===== src/rtl/fifo_adc_apb_if.sv =====
// fifo_adc_apb_if
//   APB slave that drains the ADC sample FIFO. DATA reads return the FIFO head
//   and pop it in the same access cycle. Also provides sticky overflow/underrun
//   status, a fill-level threshold interrupt, an overflow interrupt and a
//   saturating count of overflow events.
//
// Ports
//   clk, rst_n          system clock, asynchronous active-low reset
//   PADDR .. PENABLE    APB requester inputs (decode on PADDR[4:2])
//   PRDATA              read data, combinational during a read access, else 0
//   PREADY              always 1 (zero wait states)
//   PSLVERR             error for addresses 5..7 and writes to DATA/STATUS
//   fifo_fill_level_i   FIFO fill level, 0..2**W_FIFO
//   fifo_ovflw_i        FIFO overflow flag (level)
//   fifo_data_i         FIFO head entry
//   fifo_read_req_o     single-cycle pop request
//   irq_o               registered interrupt, active high
module fifo_adc_apb_if #(
    parameter int W_FIFO         = 4,
    parameter int W_DATA         = 32,
    parameter int APB_ADDR_WIDTH = 12
) (
    input  logic                      clk,
    input  logic                      rst_n,
    input  logic [APB_ADDR_WIDTH-1:0] PADDR,
    input  logic [31:0]               PWDATA,
    input  logic                      PWRITE,
    input  logic                      PSEL,
    input  logic                      PENABLE,
    output logic [31:0]               PRDATA,
    output logic                      PREADY,
    output logic                      PSLVERR,
    input  logic [W_FIFO:0]           fifo_fill_level_i,
    input  logic                      fifo_ovflw_i,
    input  logic [W_DATA-1:0]         fifo_data_i,
    output logic                      fifo_read_req_o,
    output logic                      irq_o
);

    localparam logic [2:0] A_DATA    = 3'd0;
    localparam logic [2:0] A_STATUS  = 3'd1;
    localparam logic [2:0] A_CTRL    = 3'd2;
    localparam logic [2:0] A_IRQ     = 3'd3;
    localparam logic [2:0] A_OVF_CNT = 3'd4;

    logic [2:0]      addr;
    logic            access;
    logic            rd_access;
    logic            wr_access;
    logic            fifo_empty;
    logic            underrun;
    logic            slverr;
    logic            wr_ctrl;
    logic            wr_irq;
    logic            wr_cnt;
    logic            ovf_rise;
    logic            thr_hit;
    logic [31:0]     rdata;

    logic            irq_en_thr;
    logic            irq_en_ovf;
    logic [W_FIFO:0] threshold;
    logic [1:0]      pend;
    logic            sticky_ovf;
    logic            sticky_udr;
    logic [15:0]     ovf_cnt;
    logic            ovf_d;
    logic            irq;

    logic            unused_bits;
    assign unused_bits = ^{PADDR[APB_ADDR_WIDTH-1:5], PADDR[1:0],
                           PWDATA[30:W_FIFO+9], PWDATA[7:2]};

    assign addr       = PADDR[4:2];
    assign access     = PSEL & PENABLE;
    assign rd_access  = access & ~PWRITE;
    assign wr_access  = access & PWRITE;
    assign fifo_empty = (fifo_fill_level_i == '0);
    assign underrun   = rd_access & (addr == A_DATA) & fifo_empty;
    assign slverr     = access & ((addr > A_OVF_CNT) |
                                  (PWRITE & (addr == A_DATA || addr == A_STATUS)));
    assign wr_ctrl    = wr_access & (addr == A_CTRL);
    assign wr_irq     = wr_access & (addr == A_IRQ);
    assign wr_cnt     = wr_access & (addr == A_OVF_CNT);
    assign ovf_rise   = fifo_ovflw_i & ~ovf_d;
    assign thr_hit    = (threshold != '0) & (fifo_fill_level_i >= threshold);

    // Read mux; everything outside a read access (including setup phase) is 0.
    always_comb begin
        rdata = '0;
        if (rd_access) begin
            case (addr)
                A_DATA: begin
                    if (!fifo_empty) rdata[W_DATA-1:0] = fifo_data_i;
                end
                A_STATUS: begin
                    rdata[W_FIFO:0] = fifo_fill_level_i;
                    rdata[16]       = fifo_ovflw_i;
                    rdata[17]       = sticky_ovf;
                    rdata[18]       = sticky_udr;
                end
                A_CTRL: begin
                    rdata[0]            = irq_en_thr;
                    rdata[1]            = irq_en_ovf;
                    rdata[W_FIFO+8:8]   = threshold;
                end
                A_IRQ:     rdata[1:0]  = pend;
                A_OVF_CNT: rdata[15:0] = ovf_cnt;
                default:   rdata = '0;
            endcase
        end
    end

    // Combinational outputs are forced inactive while reset is asserted so a
    // reset landing mid-access cannot pop the FIFO.
    assign PRDATA          = rst_n ? rdata : '0;
    assign PSLVERR         = rst_n & slverr;
    assign PREADY          = 1'b1;
    assign fifo_read_req_o = rst_n & rd_access & (addr == A_DATA) & ~fifo_empty;
    assign irq_o           = irq;

    // Clears are applied first so that a coincident set takes priority.
    always_ff @(posedge clk or negedge rst_n) begin
        if (!rst_n) begin
            irq_en_thr <= 1'b0;
            irq_en_ovf <= 1'b0;
            threshold  <= '0;
            pend       <= '0;
            sticky_ovf <= 1'b0;
            sticky_udr <= 1'b0;
            ovf_cnt    <= '0;
            ovf_d      <= 1'b0;
            irq        <= 1'b0;
        end else begin
            ovf_d <= fifo_ovflw_i;
            irq   <= (irq_en_thr & pend[0]) | (irq_en_ovf & pend[1]);

            if (wr_ctrl) begin
                irq_en_thr <= PWDATA[0];
                irq_en_ovf <= PWDATA[1];
                threshold  <= PWDATA[W_FIFO+8:8];
            end

            if (wr_ctrl && PWDATA[31]) begin
                sticky_ovf <= 1'b0;
                sticky_udr <= 1'b0;
            end
            if (ovf_rise) sticky_ovf <= 1'b1;
            if (underrun) sticky_udr <= 1'b1;

            if (wr_irq)   pend    <= pend & ~PWDATA[1:0];
            if (thr_hit)  pend[0] <= 1'b1;
            if (ovf_rise) pend[1] <= 1'b1;

            if (ovf_rise) begin
                if (wr_cnt)                  ovf_cnt <= 16'd1;
                else if (ovf_cnt != 16'hFFFF) ovf_cnt <= ovf_cnt + 16'd1;
            end else if (wr_cnt) begin
                ovf_cnt <= '0;
            end
        end
    end

endmodule

===== config.mk =====
export PLATFORM = sky130hd
export DESIGN_NAME = fifo_adc_apb_if
export DESIGN_NICKNAME = d
export VERILOG_FILES = /design/src/rtl/fifo_adc_apb_if.sv
export SDC_FILE = /design/constraint.sdc
export NUM_CORES = 1
export LEC_CHECK = 0
export CAP_MARGIN = 20
export CORE_UTILIZATION = 42
export DETAILED_ROUTE_END_ITERATION = 12
export GPL_TIMING_DRIVEN = 0
export PLACE_DENSITY = 0.87
export REMOVE_ABC_BUFFERS = 1
export SETUP_SLACK_MARGIN = 0.4
export SYNTH_ARGS = -nofsm -noshare
export SYNTH_HDL_FRONTEND = slang
export SYNTH_SLANG_ARGS = --single-unit

===== constraint.sdc =====
create_clock -name clk -period 4.75 [get_ports clk]
set_clock_uncertainty 0.1 [all_clocks]
set_input_delay 0.95 -clock clk [delete_from_list [all_inputs] [get_ports clk]]
set_output_delay 0.95 -clock clk [all_outputs]
set_load 0.02 [all_outputs]

==> flow_summary.ini <==
[clocking]
h-tree-depth = 2
clk_pin_slew_ns = 0.07
clock_latency_ns = 0.29
cts_sinks = 29
hold_buffers = 0
cts_tree = yes
clock_path_buffers = 2
cts_buffers = 5
root_buffer = clkbuf_8

[finish]
multiInputGateArea_mm2 = 0.00139
nets = 429
fillCellCount = 382
fin_area_mm2 = 0.00328
syn2layout_area_growth_pct = 51.2
register_area_um2 = 726
antenna_cells = 0
drive_gt1_share_pct = 13.4
postLayoutCoreUtil_pct = 67.7

[floorplanning]
initial_utilization_pct = 44.8
die_w_um = 73.9
num_rows = 25
die_area_mm2 = 0.00546
die_h_um = 73.9
pin_count = 123
core-area_mm2 = 0.00485

[place]
io_buffers = 88
gp_congestion = 0.839
post_dp_cell_area_mm2 = 0.00306
post-dp-hpwl_mm = 4.82

[detailed_routing]
ant_nets = 0
avgViaCountPerCell = 5.71
drc = 0
drtPass1Iterations = 4
wl_per_cell_um = 16.5
vias = 2307
routed_wl_mm = 6.68
drt_iter0_markers = 198

[grt]
antenna_found_initial = 0
grt_start_max_net_pins = 32
grt_pass1_wl_mm = 10.8
gr-total-overflow = 0
grt.total_usage_pct = 26.3
grt_pass1_vias = 2213

[timing]
hold_violations = 0
post-route-period-util_pct = 90.1
fin_crit_ns = 4.28
setup_viol = 0
rsz0062_at_grt = yes
fmax_mhz = 234
worstMarginPinSlew_ns = 0.691
slew_headroom_pct = 53.6
slew_viol_final = 0

[yosys]
synth.distinct_cells = 51
synthFlopType = dfrtp_1
synth_area_mm2 = 0.00217
ys_top_cells_by_count = 29 x dfrtp_1, 27 x nand2_1, 22 x a21oi_1
synth-seq-cells = 29
yosys.area.top_type = dfrtp_1
syn_avg_cell_area_um2 = 8.72
synth_edf_count = 0
yosys_warnings = 0
yosysTopAreaCellShare_pct = 33.4
ys_top_cells_by_area = dfrtp_1 33%, a21oi_1 5.1%, mux2_2 4.7%
synth.most_common_cell = dfrtp_1
syn_inst = 249
yosysSeqAreaShare_pct = 33.4
ys_async_sr_fraction_pct = 100

[setup_path]
crit_path_max_fanout = 10
worstSetupPathType = in2out
startpoint_type = input pin
cp.arrival_ns = 3.23
r2r_slack_ns = 2.56
critPathRequiredTime_ns = 3.70
endpoint_kind = primary output
r2r-end = ovf_cnt[0]$_DFFE_PN0P_
worstSetupEndpoint = PRDATA[7]
reg2reg_from = ovf_cnt[0]$_DFFE_PN0P_
crit_start = PENABLE
reg2reg_depth = 5

[power]
power.leakage_nw = 1.44
ir_worst_vdd_v = 0.000225
p_per_area_mw_per_mm2 = 234

[status]
status = finished, final reports clean

[worst_hold_path]
worst_hold_path_type = reg2reg

[job]
drv_cap = 0
[worst min-delay path by stage]
stage	startpoint	end	slack [ns]	cells after the start
detailed placement	sticky_ovf$_DFFE_PN0P_	sticky_ovf$_DFFE_PN0P_	0.37	2
CTS	sticky_ovf$_DFFE_PN0P_	sticky_ovf$_DFFE_PN0P_	0.39	2
floorplan	sticky_udr$_DFFE_PN0P_	sticky_udr$_DFFE_PN0P_	0.34	2
global placement	sticky_ovf$_DFFE_PN0P_	sticky_ovf$_DFFE_PN0P_	0.36	2
global route	sticky_udr$_DFFE_PN0P_	sticky_udr$_DFFE_PN0P_	0.43	2
finish	sticky_ovf$_DFFE_PN0P_	sticky_ovf$_DFFE_PN0P_	0.39	2
[power breakdown]
group | internal (mW) | switching (mW) | total, mW
Combinational | 0.0978 | 0.0796 | 0.177
Sequential | 0.279 | 0.0405 | 0.319
Clock | 0.171 | 0.0992 | 0.270
[repair_timing]
| action | CTS | global route |
|---|---|---|
| cloned | 1 | 0 |
| setup buffers | 2 | 1 |
| setup endpoints to repair | 30 | 26 |
| resized for setup | 10 | 13 |
| pin swaps | 3 | 1 |
[cell type report]
type	instances	area share [%]
Multi-Input combinational cell	200	42.3
Clock inverter	1	0.915
Timing Repair Buffer	91	28.4
Tap cell	67	2.55
Inverter	9	1.03
Sequential cell	29	22.1
Clock buffer	7	2.63
[worst max-delay path: stages]
cell	delay, ns
clkdlybuf4s50_1	0.53
nand4b_1	0.16
or3_4	0.43
nor3b_4	0.26
buf_12	0.16
a22o_1	0.13
clkdlybuf4s50_1	0.60
[cells by family after synthesis]
kind of cell	after synthesis	synth area share, %
AOI/OAI and AO/OA	73	23.4
adders and majority gates	6	3.46
buffers and inverters	21	4.67
DFF	29	33.4
muxes	9	4.67
other	1	0.173
and+or+nand+nor	110	30.2
[per-stage QoR]
step / hold slack, ns / cells / TNS, ns / setup slack (ns) / power [mW]
2_1_floorplan: 0.344 / 237 / 0 / 1.00 / 0.402
3_3_place_gp: 0.365 / 392 / -36.20 / -1.52 / 0.486
6_report: 0.390 / 404 / 0 / 0.472 / 0.767
4_1_cts: 0.395 / 403 / 0 / 0.397 / 0.766
3_5_place_dp: 0.373 / 392 / -9.60 / -0.527 / 0.496
5_1_grt: 0.425 / 404 / 0 / 0.351 / 0.801
[metal layers]
metal	vias to the layer above	track usage, %	part of all wire, %
met5	-	0	0
met4	0	10.7	2.4
met3	16	5.76	5.6
met2	86	42.1	47
met1	1097	34.5	45
li1	1108	-	-
[cell usage in the layout (no fill, tap or decap), drive strengths merged, types with 3 or more instances in the layout]
| master | instances |
|---|---|
| a21oi | 23 |
| a22o | 11 |
| a22oi | 10 |
| a31oi | 3 |
| and2 | 14 |
| and4 | 3 |
| buf | 4 |
| clkbuf | 8 |
| clkdlybuf4s50 | 73 |
| dfrtp | 29 |
| dlymetal6s2s | 11 |
| ha | 6 |
| inv | 9 |
| mux2 | 9 |
| nand2 | 27 |
| nand2b | 3 |
| nand3 | 7 |
| nand3b | 4 |
| nand4 | 6 |
| nor2 | 6 |
| nor2b | 6 |
| nor3 | 4 |
| nor3b | 4 |
| o21ai | 9 |
| o31ai | 4 |
| o41ai | 3 |
| or2 | 7 |
| or3 | 9 |
| or4 | 4 |
[state kept, by name (all words and copies together), names as in the netlist]
register / cells
sticky_ovf: 1
threshold: 5
ovf_d: 1
irq_en_thr: 1
pend: 2
irq_o: 1
irq_en_ovf: 1
ovf_cnt: 16
sticky_udr: 1
(Power assumes the default switching activity.)
